## config.mk

```make
export PLATFORM = sky130hd
export DESIGN_NAME = seq_detector_par_flat
export DESIGN_NICKNAME = d
export VERILOG_FILES = /design/src/rtl/seq_detector_par_if.sv /design/src/rtl/seq_detector_par.sv /design/src/flat_wrapper.sv
export SDC_FILE = /design/constraint.sdc
export NUM_CORES = 1
export LEC_CHECK = 0
export BUFFER_PORTS_ARGS = -buffer_cell sky130_fd_sc_hd__buf_4
export CAP_MARGIN = 5
export CELL_PAD_IN_SITES_DETAIL_PLACEMENT = 0
export CELL_PAD_IN_SITES_GLOBAL_PLACEMENT = 1
export CORE_MARGIN = 8
export CORE_UTILIZATION = 30
export CTS_CLUSTER_DIAMETER = 40
export DETAILED_ROUTE_END_ITERATION = 8
export PLACE_DENSITY = 0.73
export SKIP_CTS_REPAIR_TIMING = 1
export SLEW_MARGIN = 20
export SYNTH_ARGS = -nofsm -noshare
export SYNTH_HDL_FRONTEND = slang
export SYNTH_SLANG_ARGS = --single-unit
```

## constraint.sdc

```tcl
create_clock -name clk -period 18.5 [get_ports clk]
set_input_delay 3.7 -clock clk [delete_from_list [all_inputs] [get_ports clk]]
set_output_delay 3.7 -clock clk [all_outputs]
set_load 0.1 [all_outputs]
```

## src/rtl/seq_detector_par_if.sv

```systemverilog
// Bundle of the control, input-word and result signals of seq_detector_par.
// Handshake: there is no ready. The detector accepts every word presented with
// in_valid=1 unless clear or reset is active in that cycle. It answers one cycle
// later with out_valid=1 for exactly one cycle per accepted word.
interface seq_detector_par_if #(
    parameter int LANES = 8,
    parameter int CNT_W = 16
);
    logic             clear;
    logic             overlap_en;
    logic             in_valid;
    logic [LANES-1:0] in_data;
    logic             out_valid;
    logic [LANES-1:0] match;
    logic [CNT_W-1:0] match_cnt;

    // Bit-stream source side
    modport master (
        output clear, overlap_en, in_valid, in_data,
        input  out_valid, match, match_cnt
    );

    // Detector side
    modport slave (
        input  clear, overlap_en, in_valid, in_data,
        output out_valid, match, match_cnt
    );
endinterface

```

## src/rtl/seq_detector_par.sv

```systemverilog
// Parallel serial-pattern detector. Every accepted LANES-bit word is scanned
// MSB first. match[i] flags the bit where the last PAT_LEN bits equal PATTERN.
// History carries across words and idle cycles. Results are registered, so the
// latency is one cycle.
// Optional feature macro SEQ_DET_CNT_EN: when it is defined, a saturating match
// counter drives match_cnt. When it is undefined, match_cnt is tied to 0.
module seq_detector_par #(
    parameter int                 LANES   = 8,
    parameter int                 PAT_LEN = 3,
    parameter logic [PAT_LEN-1:0] PATTERN = 3'b101,
    parameter int                 CNT_W   = 16
) (
    input  logic               clk,
    input  logic               rst_n,
    seq_detector_par_if.slave  bus
);
    localparam int FILL_W = $clog2(PAT_LEN) + 1;
    localparam logic [FILL_W-1:0] FILL_MAX = FILL_W'(PAT_LEN - 1);

    logic [PAT_LEN-2:0] r_hist;
    logic [FILL_W-1:0]  r_fill;
    logic               r_out_valid;
    logic [LANES-1:0]   r_match;

    logic [PAT_LEN-2:0] w_hist;
    logic [FILL_W-1:0]  w_fill;
    logic [PAT_LEN-1:0] w_win;
    logic [LANES-1:0]   w_match;
    logic               w_hit;

    // Walk the word from its earliest bit. A non-overlapping hit empties fill,
    // so the stale history bits can never contribute to the next match.
    always_comb begin
        w_hist  = r_hist;
        w_fill  = r_fill;
        w_win   = '0;
        w_hit   = 1'b0;
        w_match = '0;
        for (int i = LANES - 1; i >= 0; i--) begin
            w_win      = {w_hist, bus.in_data[i]};
            w_hit      = (w_fill >= FILL_MAX) && (w_win == PATTERN);
            w_match[i] = w_hit;
            w_hist     = w_win[PAT_LEN-2:0];
            if (w_hit && !bus.overlap_en) begin
                w_fill = '0;
            end else if (w_fill < FILL_MAX) begin
                w_fill = w_fill + FILL_W'(1);
            end
        end
    end

    // History, fill and registered results. Reset beats clear, and clear beats
    // a word presented in the same cycle.
    always_ff @(posedge clk) begin
        if (!rst_n || bus.clear) begin
            r_hist      <= '0;
            r_fill      <= '0;
            r_out_valid <= 1'b0;
            r_match     <= '0;
        end else if (bus.in_valid) begin
            r_hist      <= w_hist;
            r_fill      <= w_fill;
            r_out_valid <= 1'b1;
            r_match     <= w_match;
        end else begin
            r_out_valid <= 1'b0;
            r_match     <= '0;
        end
    end

    assign bus.out_valid = r_out_valid;
    assign bus.match     = r_match;

`ifdef SEQ_DET_CNT_EN
    localparam int PC_W  = $clog2(LANES + 1);
    localparam int SUM_W = ((CNT_W > PC_W) ? CNT_W : PC_W) + 1;

    logic [CNT_W-1:0] r_cnt;
    logic [PC_W-1:0]  w_pop;
    logic [SUM_W-1:0] w_sum;
    logic [CNT_W-1:0] w_cnt_next;

    // Add this word's hits to the running total, and pin the total at all-ones
    // instead of letting it wrap.
    always_comb begin
        w_pop = '0;
        for (int i = 0; i < LANES; i++) begin
            w_pop = w_pop + PC_W'(w_match[i]);
        end
        w_sum = SUM_W'(r_cnt) + SUM_W'(w_pop);
        if (w_sum > SUM_W'({CNT_W{1'b1}})) begin
            w_cnt_next = '1;
        end else begin
            w_cnt_next = w_sum[CNT_W-1:0];
        end
    end

    // The counter is updated on the same edge that registers match.
    always_ff @(posedge clk) begin
        if (!rst_n || bus.clear) begin
            r_cnt <= '0;
        end else if (bus.in_valid) begin
            r_cnt <= w_cnt_next;
        end
    end

    assign bus.match_cnt = r_cnt;
`else
    assign bus.match_cnt = '0;
`endif

endmodule

```

## src/flat_wrapper.sv

```systemverilog
// flat-port wrapper written by rule: the top's interface ports become plain ports
module seq_detector_par_flat 
#(
    parameter int                 LANES   = 8,
    parameter int                 PAT_LEN = 3,
    parameter logic [PAT_LEN-1:0] PATTERN = 3'b101,
    parameter int                 CNT_W   = 16
)
  (clk, rst_n, bus_clear, bus_overlap_en, bus_in_valid, bus_in_data, bus_out_valid, bus_match, bus_match_cnt);
  seq_detector_par_if #(.LANES(LANES), .CNT_W(CNT_W)) bus_i ();
  input  logic clk;
  input  logic rst_n;
  input wire logic [$bits(bus_i.clear)-1:0] bus_clear;
  input wire logic [$bits(bus_i.overlap_en)-1:0] bus_overlap_en;
  input wire logic [$bits(bus_i.in_valid)-1:0] bus_in_valid;
  input wire logic [$bits(bus_i.in_data)-1:0] bus_in_data;
  output wire logic [$bits(bus_i.out_valid)-1:0] bus_out_valid;
  output wire logic [$bits(bus_i.match)-1:0] bus_match;
  output wire logic [$bits(bus_i.match_cnt)-1:0] bus_match_cnt;
  assign bus_i.clear = bus_clear;
  assign bus_i.overlap_en = bus_overlap_en;
  assign bus_i.in_valid = bus_in_valid;
  assign bus_i.in_data = bus_in_data;
  assign bus_out_valid = bus_i.out_valid;
  assign bus_match = bus_i.match;
  assign bus_match_cnt = bus_i.match_cnt;
  seq_detector_par #(.LANES(LANES), .PAT_LEN(PAT_LEN), .PATTERN(PATTERN), .CNT_W(CNT_W)) u_core (.clk(clk), .rst_n(rst_n), .bus(bus_i));
endmodule
```

======== Yosys cells after proc, flatten, opt, wreduce, memory -nomap -nowiden ========
Index checks and enable logic that the tools add are counted.
storage, ports and cells
  input bits .............................. 13
  bits in registers ....................... 14
operators by class
  reductions and logical operators ........ 20
  bitwise gates (word level) .............. 1
  equality and inequality tests ........... 8
  add/subtract/negate cells ............... 8
  magnitude comparators ................... 16
  muxes and demuxes ....................... 17
operators with widths
  operator                                                            count
  2-to-1 mux 3 bit                                                    16
  adder 3 x 1 -> 3 bit (second input constant)                        8
  equality test 3 bit (second input constant)                         8
  greater-or-equal comparator 3 x 2 -> 1 bit (second input constant)  8
  < comparator 3 x 2 -> 1 bit (second input constant)                 8
  logical AND 1 bit                                                   16
  logical NOT 1 bit                                                   2
  OR reduction 2 bit                                                  1
  logical OR 1 bit                                                    1
  2-to-1 mux 1 bit                                                    1
  NOT 1 bit                                                           1

======== Logic depth before layout (Yosys ltp) ========
Gate-level depths: netlist of run 1.
  depth in word-level cells ............... 32
  depth in mapped cells ................... 37
  depth with buffers taken out ............ 37

======== Least setup slack after synthesis of run 1 ========
Ideal clock, no wire load.
  path kind ............................... input to register
  start point ............................. in bus_overlap_en
  end point ............................... reg u_core.r_fill[1]
  library setup time ...................... 59 ps
  stages on the path ...................... 35
  path slack .............................. 8842 ps
  arrival time ............................ 9599 ps
  data required time ...................... 18441 ps
  cells stage by stage .................... nand4bb_1 nor2_1 or2_2 ha_1 o31a_1 a221o_1 buf_6 inv_4 ha_1 o21ai_2 and2_1 ha_1 nand2b_1 a21oi_1 a211oi_4 nor2_1 ha_1 o32ai_1 o21ai_1 inv_1 ha_1 nand2_1 o31ai_1 a211oi_1 a21oi_2 inv_2 ha_1 a211oi_1 a211oi_2 nor2_1 ha_1 inv_1 o221ai_1 a21oi_1 a22o_1
between the ends
  cells in the longest elaborated chain, start to end .. 31
RTL lines
  what                                                                           RTL line                source
  start: declaration                                                             flat_wrapper.sv:14      input wire logic [$bits(bus_i.overlap_en)-1:0] bus_overlap_en;
  logical NOT 1 bit *                                                            seq_detector_par.sv:44  if (w_hit && !bus.overlap_en) begin
  parallel branches: the longest is 29 deep, another holds adder 3 x 1 -> 3 bit  --
  2-to-1 mux 3 bit *                                                             seq_detector_par.sv:44
  end signal: assignment                                                         seq_detector_par.sv:62  r_fill <= w_fill;
  end: declaration                                                               seq_detector_par.sv:21  logic [FILL_W-1:0] r_fill;
Every way passes the cells marked *.
A chain may end at the register's enable or synchronous reset.

======== Final worst setup path of run 1 ========
  start point ............................. in bus_overlap_en
  end point ............................... reg u_core.r_fill[0]
The elaborated chain is that of the path after synthesis.

==> impl_metrics.sql, run 1 <==
INSERT INTO impl_metrics (metric_group, metric, value, unit) VALUES
('clocking', 'clk_pin_slew', '0.06', 'ns'),
('drt', 'routed_wirelength_normalized_by_instance_count', '12.8', 'um'),
('finish', 'fin_nets', '255', ''),
('status', 'run_status', 'finished clean', ''),
('floorplan', 'io_pins', '38', ''),
('clocking', 'number_of_cts_inserted_buffers', '3', ''),
('synthesis', 'async_set_or_reset_register_ratio_after_synthesis', '0', ''),
('synthesis', 'yosys-top-cells-count', 'buf_4 (17), inv_1 (16), ha_1 (15), dfxtp_1 (14), nor2_1 (14)', ''),
('synthesis', 'synth_top_area_cell', 'dfxtp_1', ''),
('finish', 'layout-area-overhead-vs-synth', '12.6', '%'),
('worst_setup_path', 'critical_path.startpoint_type', 'input port', ''),
('clocking', 'clock_tree_from_tritoncts', 'built', ''),
('sta', 'hold-worst-slack', '0.454', 'ns'),
('synthesis', 'synthMostInstantiatedCell', 'buf_4', ''),
('synthesis', 'netlist_area_before_placement', '1690', 'um^2'),
('floorplan', 'placementRows', '27', ''),
('synthesis', 'ys_top_cells_by_area', 'dfxtp_1 (17%), ha_1 (11%), buf_4 (7.6%), inv_1 (3.6%), a21oi_1 (3.3%)', ''),
('synthesis', 'post_synth_inst_count', '206', ''),
('drt', 'drt-total-wl', '3830', 'um'),
('clocking', 'cts_htree_levels', '1', ''),
('global_route', 'grt_pass1_vias', '1402', ''),
('sta', 'number_of_max_slew_violations_in_the_final_report', '0', ''),
('drt', 'route.met2.wl', '1780', 'um'),
('drt', 'detail_route.wirelength.met1', '1880', 'um'),
('placed_design', 'finalWeightedCongestion', '0.810', ''),
('global_route', 'grt_antenna_before_repair', '0', ''),
('sta', 'fin_crit', '10.35', 'ns'),
('worst_setup_path', 'slowest_stage', 'a221o_1', ''),
('synthesis', 'synth-warning-count', '0', ''),
('clocking', 'cts.sink_count', '14', ''),
('job', 'maxCapViolCount', '0', ''),
('worst_setup_path', 'criticalPathCategory', 'input port to flop', ''),
('placed_design', 'place.port_buffers', '21', ''),
('worst_setup_path', 'path_common_cell', 'ha_1', ''),
('sta', 'worst_case_clock_skew', '0.00219', 'ns'),
('synthesis', 'main_flop_type_after_synthesis', 'dfxtp_1', ''),
('finish', 'fillCellCount', '592', ''),
('synthesis', 'ys_seq_area_frac', '0.166', ''),
('sta', 'hold_viol_final', '0', ''),
('floorplan', 'die_area', '8280', 'um^2'),
('synthesis', 'yosys.cell_types.count', '68', ''),
('floorplan', 'core_area', '5470', 'um^2'),
('worst_setup_path', 'arrival', '10.54', 'ns'),
('finish', 'n_antenna_cell', '0', ''),
('drt', 'routed-wl-met3', '131', 'um'),
('synthesis', 'synth_enable_flop_cells', '0', ''),
('floorplan', 'fp.dieH', '91.0', 'um'),
('sta', 'tns', '0', 'ns'),
('finish', 'final_layout_size_suffix_gt1_frac', '0.217', ''),
('synthesis', 'synth-seq-cells', '14', ''),
('worst_setup_path', 'timing.critical_path.fanout_max', '10', ''),
('floorplan', 'die_width', '91.0', 'um'),
('drt', 'post_detailed_route_via_to_cell_ratio', '4.93', ''),
('global_route', 'grt_pass1_wl', '6490', 'um'),
('clocking', 'cts_root_buf', 'clkbuf_8', ''),
('sta', 'setup_viol', '0', ''),
('global_route', 'groute.usage.overall', '0.0909', ''),
('drt', 'routed-via-count', '1470', ''),
('drt', 'drc', '0', ''),
('sta', 'fmax', '0.0966', 'GHz'),
('synthesis', 'netlist.area_leader.share', '0.166', ''),
('drt', 'route.top_layer_used', 'met4', ''),
('worst_setup_path', 'critical_path.max_stage_delay', '0.43', 'ns'),
('worst_setup_path', 'critPathRequiredTime', '18.69', 'ns'),
('drt', 'post_route_ant_nets', '0', ''),
('clocking', 'insertion_delay', '0.24', 'ns'),
('sta', 'layout_worst_path_cycle_share', '0.560', ''),
('global_route', 'largest_net_degree_at_the_start_of_global_routing', '11', ''),
('placed_design', 'post-dp-hpwl', '3210', 'um'),
('drt', 'drtIter0Drc', '70', ''),
('drt', 'number_of_iterations_in_the_first_detailed_routing_pass', '4', ''),
('global_route', 'grt.overflow.total', '0', ''),
('clocking', 'clock_path_buffers', '2', ''),
('synthesis', 'avgSynthCellArea', '8.19', 'um^2'),
('worst_hold_path', 'timing.hold.worst.class', 'flop to flop', ''),
('floorplan', 'initial_core_util', '0.308', ''),
('worst_setup_path', 'end_kind', 'flop', ''),
('sta', 'rsz_0062_raised_after_global_routing', 'no', '');
## critical path, delay by kind of cell
kind            cells  cell delay (ns)
compound gates     15             3.27
fa+ha+maj           7             1.72
buf+inv             5             0.51
simple gates        8             1.34
## path summary, 6_finish.rpt
path / start / to / slack (ns) / cells past startpoint
worst max register to register: u_core.r_fill[1] / u_core.r_fill[0] / 11.13 / 35
worst min register to register: u_core.r_hist[1] / u_core.bus.match[7] / 0.45 / 2
worst max-delay path: bus_overlap_en / u_core.r_fill[0] / 8.15 / 35
worst min-delay path: u_core.r_hist[1] / u_core.bus.match[7] / 0.45 / 2
## placed cells by master, fill, tap and decap left out, types with 3 or more instances in the layout
| cell | instances |
|---|---|
| inv_1 | 16 |
| o21ai_1 | 3 |
| o221ai_1 | 3 |
| nand3b_1 | 3 |
| nand2_1 | 7 |
| o21ai_0 | 6 |
| or2_2 | 4 |
| clkbuf_8 | 4 |
| a211oi_1 | 4 |
| ha_1 | 15 |
| a31oi_1 | 4 |
| a2bb2oi_1 | 4 |
| nor3_1 | 4 |
| conb_1 | 16 |
| nand2b_1 | 3 |
| nor2_1 | 14 |
| and3_1 | 4 |
| nor2b_1 | 3 |
| o21ai_2 | 4 |
| a21oi_1 | 11 |
| a22o_1 | 3 |
| buf_4 | 21 |
| dfxtp_1 | 14 |
## per-stage QoR
stage / setup slack, ns / util / cells / instance area (um^2)
6_report: 8.15 / 0.347 / 298 / 1900
2_1_floorplan: 8.84 / - / 221 / 1740
5_1_grt: 7.55 / 0.347 / 298 / 1900
4_1_cts: 8.15 / 0.347 / 298 / 1900
3_5_place_dp: 7.92 / 0.337 / 294 / 1850
3_3_place_gp: 7.98 / 0.337 / 294 / 1850
## layer usage
metal	track usage	vias to the layer above
met5	0	-
met4	0.0286	0
met3	0.0165	2
met2	0.153	28
met1	0.114	666
li1	-	774
## sequential cells by signal (all words and copies together), names as in the netlist
signal                count
u_core.bus.match          8
u_core.r_fill             3
u_core.bus.out_valid      1
u_core.r_hist             2
## cell families (layout without fill, tap and decap cells)
family,after synthesis,in the layout,share of synthesized area
multiplexers,3,3,0.0252
adder cells (fa/ha/maj),15,15,0.111
AO/OA/AOI/OAI,71,71,0.339
XOR/XNOR,2,2,0.0104
flip-flops,14,14,0.166
AND/OR/NAND/NOR,61,61,0.216
other,1,16,0.00222
buffers and inverters,39,44,0.130
## cell type report
type	instances	area, um^2	area share
clock buffers	4	55.1	0.0290
inverters	19	73.8	0.0388
multi-input cells	168	1240	0.654
repair buffers	21	158	0.0829
well taps	72	90.1	0.0474
flip-flops and latches	14	280	0.147
Power of run 1 is not shown: default switching activity piles up to over one toggle a cycle in this logic, so the estimate is an artifact.
==> run 2, diff against run 1 <==
Clock period 18.5 ns to 10.3 ns, I/O delays scaled along.
==> impl_metrics.sql, run 2 (same netlist as run 1, synthesis figures left out) <==
INSERT INTO impl_metrics (metric_group, metric, value, unit) VALUES
('worst_setup_path', 'ff2ff_setup_slack', '2.83', 'ns'),
('finish', 'final_cell_count_no_fill', '297', ''),
('drt', 'drt-total-wl', '3960', 'um'),
('worst_setup_path', 'arrival', '8.99', 'ns'),
('status', 'run_status', 'finished clean', ''),
('sta', 'tns', '0', 'ns'),
('drt', 'routed_wirelength_normalized_by_instance_count', '13.3', 'um'),
('floorplan', 'core_area', '5470', 'um^2'),
('placed_design', 'place.port_buffers', '21', ''),
('worst_setup_path', 'path_common_cell', 'ha_1', ''),
('placed_design', 'post-dp-hpwl', '3250', 'um'),
('floorplan', 'die_area', '8280', 'um^2'),
('finish', 'layout_commonest_cell', 'buf_4', ''),
('clocking', 'clk_pin_slew', '0.05', 'ns'),
('sta', 'layout_worst_path_cycle_share', '0.855', ''),
('placed_design', 'dp_cells', '294', ''),
('sta', 'setup_viol', '0', ''),
('floorplan', 'fp.dieH', '91.0', 'um'),
('sta', 'fin_crit', '8.80', 'ns'),
('worst_setup_path', 'worstReg2RegStart', 'u_core.r_fill[1]', ''),
('worst_hold_path', 'hold_path_startpoint', 'u_core.r_hist[1]', ''),
('worst_setup_path', 'slowest_stage', 'a221o_1', ''),
('worst_setup_path', 'critical_path.startpoint_type', 'input port', ''),
('global_route', 'grt_pass1_wl', '6560', 'um'),
('clocking', 'insertion_delay', '0.24', 'ns'),
('sta', 'hold_viol_final', '0', ''),
('finish', 'layout-area-overhead-vs-synth', '11.8', '%'),
('finish', 'max_reg_flops', '8', ''),
('finish', 'multi_input_comb_area', '1240', 'um^2'),
('global_route', 'grt_antenna_before_repair', '0', ''),
('drt', 'drc', '0', ''),
('worst_setup_path', 'worst_r2r_endpoint', 'u_core.r_fill[2]', ''),
('drt', 'number_of_iterations_in_the_first_detailed_routing_pass', '4', ''),
('global_route', 'grt.overflow.total', '0', ''),
('worst_setup_path', 'end_kind', 'flop', ''),
('clocking', 'clock_tree_from_tritoncts', 'built', ''),
('finish', 'utilization', '0.345', ''),
('finish', 'fin_nets', '255', ''),
('sta', 'number_of_max_slew_violations_in_the_final_report', '0', ''),
('drt', 'drtIter0Drc', '86', ''),
('clocking', 'cts_htree_levels', '1', ''),
('clocking', 'number_of_cts_inserted_buffers', '3', ''),
('floorplan', 'io_pins', '38', ''),
('worst_setup_path', 'critical_path.max_stage_delay', '0.44', 'ns'),
('sta', 'rsz_0062_raised_after_global_routing', 'no', ''),
('sta', 'worst_case_clock_skew', '0.000951', 'ns'),
('global_route', 'largest_net_degree_at_the_start_of_global_routing', '11', ''),
('drt', 'routed-via-count', '1495', ''),
('finish', 'final_layout_size_suffix_gt1_frac', '0.213', ''),
('worst_setup_path', 'critPathRequiredTime', '10.48', 'ns'),
('sta', 'fmax', '0.114', 'GHz'),
('clocking', 'cts_root_buf', 'clkbuf_8', ''),
('finish', 'fillCellCount', '595', ''),
('finish', 'n_antenna_cell', '0', ''),
('worst_setup_path', 'reg2regPathDepth', '35', ''),
('worst_setup_path', 'critical-path-top-delay-family', 'compound AO/OA/AOI/OAI gates', ''),
('worst_hold_path', 'timing.hold.worst_endpoint', 'u_core.bus.match[7]', ''),
('worst_hold_path', 'timing.hold.worst.class', 'flop to flop', ''),
('worst_setup_path', 'path_buf_inv', '5', ''),
('floorplan', 'die_width', '91.0', 'um'),
('floorplan', 'placementRows', '27', ''),
('drt', 'post_detailed_route_via_to_cell_ratio', '5.03', ''),
('finish', 'commonest_non_fill_non_tap_cells_in_the_layout', 'buf_4 (21), inv_1 (16), conb_1 (16), ha_1 (15)', ''),
('worst_hold_path', 'whs_path_depth', '2', ''),
('global_route', 'grt_pass1_vias', '1447', ''),
('placed_design', 'finalWeightedCongestion', '0.793', ''),
('job', 'maxCapViolCount', '0', ''),
('worst_setup_path', 'criticalPathCategory', 'input port to flop', ''),
('clocking', 'clock_path_buffers', '2', ''),
('floorplan', 'initial_core_util', '0.308', ''),
('global_route', 'groute.usage.overall', '0.0921', ''),
('drt', 'post_route_ant_nets', '0', ''),
('clocking', 'cts.sink_count', '14', ''),
('finish', 'final-seq-area', '280', 'um^2'),
('worst_setup_path', 'timing.critical_path.fanout_max', '10', '');
-- run 2: worst max-delay path by stage --
stage	endpoint	slack (ns)	start	depth (start not counted)
after floorplan	u_core.r_fill[1]	2.28	bus_overlap_en	35
after global placement	u_core.r_fill[1]	1.36	bus_overlap_en	35
after detailed placement	u_core.r_fill[0]	1.28	bus_overlap_en	35
after CTS	u_core.r_fill[0]	1.52	bus_overlap_en	35
after global routing	u_core.r_fill[2]	0.96	bus_overlap_en	35
final	u_core.r_fill[2]	1.50	bus_overlap_en	35
-- run 2: metrics by stage --
stage / setup slack (ns) / hold WS [ns] / area [um^2]
after floorplan: 2.28 / 0.433 / 1740
after global placement: 1.36 / 0.455 / 1850
after detailed placement: 1.28 / 0.457 / 1850
after CTS: 1.52 / 0.468 / 1890
after global routing: 0.962 / 0.488 / 1890
final: 1.50 / 0.469 / 1890
-- run 2: final cells by class --
| cell class | count | share of cell area |
|---|---|---|
| timing repair buffer | 21 | 0.0836 |
| sequential | 14 | 0.149 |
| clock buffer | 3 | 0.0219 |
| multi-input combinational | 168 | 0.659 |
| inverter | 19 | 0.0391 |
| tap | 72 | 0.0477 |
-- run 2: worst register-to-register path, delay by kind of cell, from the launching register on --
kind / cells / cell delay [ns]
compound gates: 16 / 3.63
fa+ha+maj: 8 / 2.03
buf+inv: 5 / 0.50
flops: 1 / 0.47
simple gates: 6 / 0.79
-- run 2: layer usage --
metal | GRT usage | vias up | wire length, um
li1 | - | 779 | -
met1 | 0.116 | 692 | 1980
met2 | 0.158 | 22 | 1850
met3 | 0.0123 | 2 | 97
met4 | 0.0286 | 0 | 27
met5 | 0 | - | 0
Power of run 2 is left out for the same reason.
